--- src/rtl/jtshouse_cus30_pkg.sv ---
// Shared types and helpers for the CUS30 RAM port arbiter.
package jtshouse_cus30_pkg;

    typedef enum logic [2:0] {
        IDLE,
        ACC,
        LATCH,
        DONE,
        GAP
    } state_t;

    typedef logic [1:0] req_t;

    localparam req_t REQ_MAIN = 2'd0;
    localparam req_t REQ_SUB  = 2'd1;
    localparam req_t REQ_SND  = 2'd2;

    function automatic req_t next_req(input req_t r);
        return (r == REQ_SND) ? REQ_MAIN : req_t'(r + 2'd1);
    endfunction

    function automatic logic is_pending(input logic [2:0] p, input req_t r);
        case (r)
            REQ_MAIN: return p[0];
            REQ_SUB:  return p[1];
            REQ_SND:  return p[2];
            default:  return 1'b0;
        endcase
    endfunction

endpackage

--- src/rtl/jtshouse_cus30_arb_rr.sv ---
// Round-robin picker for main/sub/snd with its rotating priority pointer.
// JTSHOUSE_CUS30_SNDPRIO_EN makes snd fixed-highest and rotates only main/sub.
module jtshouse_cus30_rr
    import jtshouse_cus30_pkg::*;
(
    input  logic       clk,
    input  logic       rst,
    input  logic [2:0] pending,
    input  logic       enable,
    input  req_t       last,
    output req_t       grant,
    output logic       valid
);

    req_t ptr;

`ifdef JTSHOUSE_CUS30_SNDPRIO_EN
    req_t other;

    assign other = (ptr == REQ_MAIN) ? REQ_SUB : REQ_MAIN;

    always_comb begin
        grant = ptr;
        valid = 1'b0;
        if (pending[2]) begin
            grant = REQ_SND;
            valid = 1'b1;
        end else if (is_pending(pending, ptr)) begin
            grant = ptr;
            valid = 1'b1;
        end else if (is_pending(pending, other)) begin
            grant = other;
            valid = 1'b1;
        end
    end

    // snd grants leave the main/sub rotation untouched
    always_ff @(posedge clk) begin
        if (rst) begin
            ptr <= REQ_MAIN;
        end else if (enable && last != REQ_SND) begin
            ptr <= (last == REQ_MAIN) ? REQ_SUB : REQ_MAIN;
        end
    end
`else
    req_t c1, c2;

    assign c1 = next_req(ptr);
    assign c2 = next_req(c1);

    always_comb begin
        grant = ptr;
        valid = 1'b0;
        if (is_pending(pending, ptr)) begin
            grant = ptr;
            valid = 1'b1;
        end else if (is_pending(pending, c1)) begin
            grant = c1;
            valid = 1'b1;
        end else if (is_pending(pending, c2)) begin
            grant = c2;
            valid = 1'b1;
        end
    end

    always_ff @(posedge clk) begin
        if (rst) begin
            ptr <= REQ_MAIN;
        end else if (enable) begin
            ptr <= next_req(last);
        end
    end
`endif

endmodule

--- src/rtl/jtshouse_cus30_arb.sv ---
// Shares the CUS30 wave/MMR RAM port between main, sub and sound CPUs.
// Optional JTSHOUSE_CUS30_SNDPRIO_EN gives the sound CPU fixed priority.
module jtshouse_cus30_arb
    import jtshouse_cus30_pkg::*;
#(
    parameter int SND_AW = 16,
    parameter int HOLD   = 1
) (
    input  logic              clk,
    input  logic              rst,

    input  logic              main_cs,
    input  logic              main_rnw,
    input  logic [9:0]        main_addr,
    input  logic [7:0]        main_dout,
    output logic [7:0]        main_din,
    output logic              main_ok,

    input  logic              sub_cs,
    input  logic              sub_rnw,
    input  logic [9:0]        sub_addr,
    input  logic [7:0]        sub_dout,
    output logic [7:0]        sub_din,
    output logic              sub_ok,

    input  logic              snd_cs,
    input  logic              snd_rnw,
    input  logic [SND_AW-1:0] snd_addr,
    input  logic [7:0]        snd_dout,
    output logic [7:0]        snd_din,
    output logic              snd_ok,

    output logic              bsel,
    output logic              bcs,
    output logic              brnw,
    output logic [9:0]        baddr,
    output logic [7:0]        bdout,
    output logic              scs,
    output logic              srnw,
    output logic [SND_AW-1:0] saddr,
    output logic [7:0]        sdout,
    input  logic [7:0]        xdin
);

    localparam logic [1:0] GAP_LAST = 2'(HOLD - 1);

    state_t     state, state_nx;
    req_t       grant, rr_grant;
    logic       rr_valid;
    logic [1:0] gap_cnt;
    logic [2:0] pending;

    assign pending = {snd_cs & ~snd_ok, sub_cs & ~sub_ok, main_cs & ~main_ok};

    jtshouse_cus30_rr u_rr (
        .clk     (clk),
        .rst     (rst),
        .pending (pending),
        .enable  (state == DONE),
        .last    (grant),
        .grant   (rr_grant),
        .valid   (rr_valid)
    );

    always_ff @(posedge clk) begin
        if (rst) state <= IDLE;
        else     state <= state_nx;
    end

    always_comb begin
        state_nx = state;
        case (state)
            IDLE:    if (rr_valid) state_nx = ACC;
            ACC:     state_nx = LATCH;
            LATCH:   state_nx = DONE;
            DONE:    state_nx = (HOLD == 0) ? IDLE : GAP;
            GAP:     if (gap_cnt == GAP_LAST) state_nx = IDLE;
            default: state_nx = IDLE;
        endcase
    end

    // ok is only raised for a requester still holding cs when its access finishes
    always_ff @(posedge clk) begin
        if (rst) begin
            grant    <= REQ_MAIN;
            gap_cnt  <= 2'd0;
            main_ok  <= 1'b0;
            sub_ok   <= 1'b0;
            snd_ok   <= 1'b0;
            main_din <= 8'd0;
            sub_din  <= 8'd0;
            snd_din  <= 8'd0;
            bsel     <= 1'b0;
            bcs      <= 1'b0;
            brnw     <= 1'b1;
            baddr    <= 10'd0;
            bdout    <= 8'd0;
            scs      <= 1'b0;
            srnw     <= 1'b1;
            saddr    <= '0;
            sdout    <= 8'd0;
        end else begin
            main_ok <= main_cs & (main_ok | (state == LATCH && grant == REQ_MAIN));
            sub_ok  <= sub_cs  & (sub_ok  | (state == LATCH && grant == REQ_SUB));
            snd_ok  <= snd_cs  & (snd_ok  | (state == LATCH && grant == REQ_SND));
            case (state)
                IDLE: if (rr_valid) begin
                    grant <= rr_grant;
                    if (rr_grant == REQ_SND) begin
                        bsel  <= 1'b0;
                        scs   <= 1'b1;
                        srnw  <= snd_rnw;
                        saddr <= snd_addr;
                        sdout <= snd_dout;
                    end else begin
                        bsel  <= 1'b1;
                        bcs   <= 1'b1;
                        brnw  <= (rr_grant == REQ_SUB) ? sub_rnw  : main_rnw;
                        baddr <= (rr_grant == REQ_SUB) ? sub_addr : main_addr;
                        bdout <= (rr_grant == REQ_SUB) ? sub_dout : main_dout;
                    end
                end
                ACC: begin
                    bcs <= 1'b0;
                    scs <= 1'b0;
                end
                LATCH: if ((grant == REQ_SND) ? srnw : brnw) begin
                    case (grant)
                        REQ_MAIN: main_din <= xdin;
                        REQ_SUB:  sub_din  <= xdin;
                        default:  snd_din  <= xdin;
                    endcase
                end
                DONE:    gap_cnt <= 2'd0;
                GAP:     gap_cnt <= gap_cnt + 2'd1;
                default: ;
            endcase
        end
    end

endmodule

--- config.mk ---
export PLATFORM = sky130hd
export DESIGN_NAME = jtshouse_cus30_arb
export DESIGN_NICKNAME = d
export VERILOG_FILES = /design/src/rtl/jtshouse_cus30_pkg.sv /design/src/rtl/jtshouse_cus30_arb_rr.sv /design/src/rtl/jtshouse_cus30_arb.sv
export SDC_FILE = /design/constraint.sdc
export NUM_CORES = 1
export LEC_CHECK = 0
export BUFFER_PORTS_ARGS = -buffer_cell sky130_fd_sc_hd__buf_2
export CAP_MARGIN = 20
export CELL_PAD_IN_SITES_DETAIL_PLACEMENT = 0
export CELL_PAD_IN_SITES_GLOBAL_PLACEMENT = 1
export CORE_UTILIZATION = 30
export DETAILED_ROUTE_END_ITERATION = 16
export PLACE_DENSITY_LB_ADDON = 0.25
export SYNTH_ARGS = -nofsm -noshare
export SYNTH_HDL_FRONTEND = slang
export SYNTH_HIERARCHICAL = 1
export SYNTH_SLANG_ARGS = --single-unit
--- constraint.sdc ---
create_clock -name clk -period 3.1 [get_ports clk]
set_input_delay 0.62 -clock clk [delete_from_list [all_inputs] [get_ports clk]]
set_output_delay 0.62 -clock clk [all_outputs]
set_load 0.1 [all_outputs]
==> metrics.md <==
| Metric | Value |
|---|---|
| Worst Slack Setup Final | `0.9617 ns` |
| Mean Syn Cell Area | `9.783 um^2` |
| CP max stage delay | `0.35 ns` |
| Drt first-iter violations | `192` |
| Hold-fix buffers at CTS | `0` |
| Total core area | `11960 um^2` |
| RSZ-0062 raised after global routing | `no` |
| Cell Chain, Critical Path | `buf_2 -> nor2b_1 -> o21ai_0 -> a32o_1 -> nor2b_2 -> buf_4 -> mux2i_1 -> a211oi_1` |
| First-pass GRT wire length | `15.53 mm` |
| Layout Nets | `590` |
| Finished Cell Area | `4847 um^2` |
| Peak VDD IR | `0.3894 mV` |
| Commonest cells after routing, fill and taps aside | `buf_2 (149), dfxtp_1 (83), nand2b_1 (60)` |
| Post CTS Setup Buffer Count | `0` |
| Final Max Slew Viols | `0` |
| Synth Net Count | `452` |
| N_diodes | `0` |
| Initial antenna violation count | `0` |
| Fill cell count | `1241` |
| Largest delay share family, worst path | `compound AO/OA/AOI/OAI gates` |
| Tcrit/Tclk final | `68.98%` |
| Synth top area cells | `dfxtp_1 (45%), mux2i_1 (13%), nand2b_1 (10%)` |
| Area grow syn2layout | `32.13%` |
| Register bit total from synthesis | `83` |
| H-tree levels | `3` |
| Starting Density | `30.67%` |
| Clk buf depth | `2` |
| Crit-path max FO | `19` |
| GRT Overall Usage | `15.54%` |
| Area leader, netlist | `dfxtp_1` |
| Ys Warns | `6` |
| Max-cap viol count | `0` |
| Vias/cell | `4.834` |
| Final Hold Viols | `0` |
| Pwr/cell area | `660.5 nW/um^2` |
| Number of global-route vias before repair | `3072` |
| Die height | `112.6 um` |
| Syn Inst Count | `375` |
| Fmax | `467.7 MHz` |
| Remaining antenna violation count | `0` |
| Worst slack, placed | `0.6233 ns` |
| GP Congestion | `0.7758` |
| CTS sink cnt | `83` |
| Layout cells sized above 1 | `35.01%` |
| Commonest non-fill, non-tap cell in the layout | `buf_2` |
| Final setup violation count | `0` |
| Full die area | `12670 um^2` |
| Worst Path Arrival | `2.36 ns` |
| WL final | `9.442 mm` |
| Yosys cell types | `39` |
| Routed length per instance | `14.22 um` |
| HPWL after DPL | `6.432 mm` |
| Crit-path slowest cell | `a32o_1` |
| DP Area | `4544 um^2` |
| FF/Latch Area | `1662 um^2` |
| Commonest register cell after synthesis | `dfxtp_1` |
| Final setup TNS | `0 ns` |
| Buffers and inverters on the worst path | `2` |
| Die width | `112.6 um` |
| Cell Area, Synth | `3669 um^2` |
| Critical Path Source Type | `input port` |
| Reg clk slew, reported paths | `0.06 ns` |
| Final worst path period need | `2.138 ns` |
| Std-Cell Rows | `40` |
| Async SR Flop Fraction | `0%` |
| Clk_lat worst skew | `0.34 ns` |
| Post-synth EDFFs | `0` |
| Worst Path Class, Setup | `in2reg` |
| Worst slew margin | `66.48%` |
| Vias after detailed routing | `3210` |
| I/O pins | `150` |
| Overflow after GRT | `0` |
| Num CTS Buffers | `9` |
| CP endpoint kind | `register` |
| Worst slew pin tran | `0.5063 ns` |
| CTS Root Cell | `clkbuf_16` |
| Multi-input gate area | `1831 um^2` |
| Sequential area share after synthesis | `45.29%` |
| Final Skew | `0.004454 ns` |
| Top cell type's share of synthesized area | `45.29%` |
| TritonCTS clock tree | `yes` |
| Drt pass-1 iters | `4` |
| Worst min-delay path category | `reg2reg` |
| Status | `completed` |
| Req. time, crit path | `3.32 ns` |
| Worst hold slack | `0.4662 ns` |
| DRC Markers | `0` |
| Post-CTS resize count | `0` |
| Leakage | `2.205 nW` |
| Largest net degree at the start of global routing | `60` |
| Port bufs | `149` |
## where the power goes
part | switching (mW) | internal, mW
clock | 0.427 | 0.662
combinational | 0.702 | 0.216
sequential | 0.0543 | 1.14
## per-layer routing
metal	global-route usage [%]	part of all wire (%)
met2	24.07	45
met3	4.320	6.3
met5	0	0
met4	7.822	2.2
met1	19.77	47
## cell usage after synthesis (2+ instances only)
| master | count |
|---|---|
| a21oi_1 | 25 |
| mux2i_1 | 47 |
| nand4b_1 | 24 |
| buf_2 | 10 |
| a211oi_1 | 20 |
| nor3_1 | 3 |
| buf_4 | 4 |
| dfxtp_1 | 83 |
| o21a_1 | 2 |
| o21ai_0 | 27 |
| inv_1 | 8 |
| nor3b_1 | 3 |
| and2_1 | 2 |
| nor2_1 | 10 |
| nor2b_1 | 8 |
| clkbuf_1 | 16 |
| nand2_1 | 2 |
| nand2b_1 | 60 |
## final timing paths
check                           startpoint        to  slack (ns)  depth (start not counted)
worst max register to register     main_ok  bdout[2]        1.02                          7
worst max-delay path               main_cs  bdout[2]        0.96                          8
worst min-delay path                   bcs       bcs        0.47                          1
worst min register to register         bcs       bcs        0.47                          1
## registers in the layout, summed over array words and instances, names as in the netlist, 3 cells and up
signal,cells
saddr,16
baddr,10
bdout,8
main_din,8
sdout,8
snd_din,8
sub_din,8
state,3
## stage by stage
step / instances / util (%) / power, mW
final: 664 / 40.52 / 3.202
after global routing: 664 / 40.52 / 3.356
after CTS: 664 / 40.52 / 3.253
after detailed placement: 649 / 37.99 / 2.143
after global placement: 649 / 37.99 / 2.140
after floorplan: 375 / - / 1.965
## layout make-up
class	count	area share, %
tap	147	3.795
timing repair buffer	158	17.29
multi-input combinational	253	37.76
clock inverter	4	1.033
sequential	83	34.28
clock buffer	11	5.214
inverter	8	0.6195
## logic make-up after synthesis
logic type | share of synthesized area, %
simple gates | 22.37
mux | 13.13
flops | 45.29
xor+xnor | 0.2388
fa+ha+maj | 0.3410
compound gates | 13.68
buf+inv | 4.946
Power figures use the tool's default switching activity.
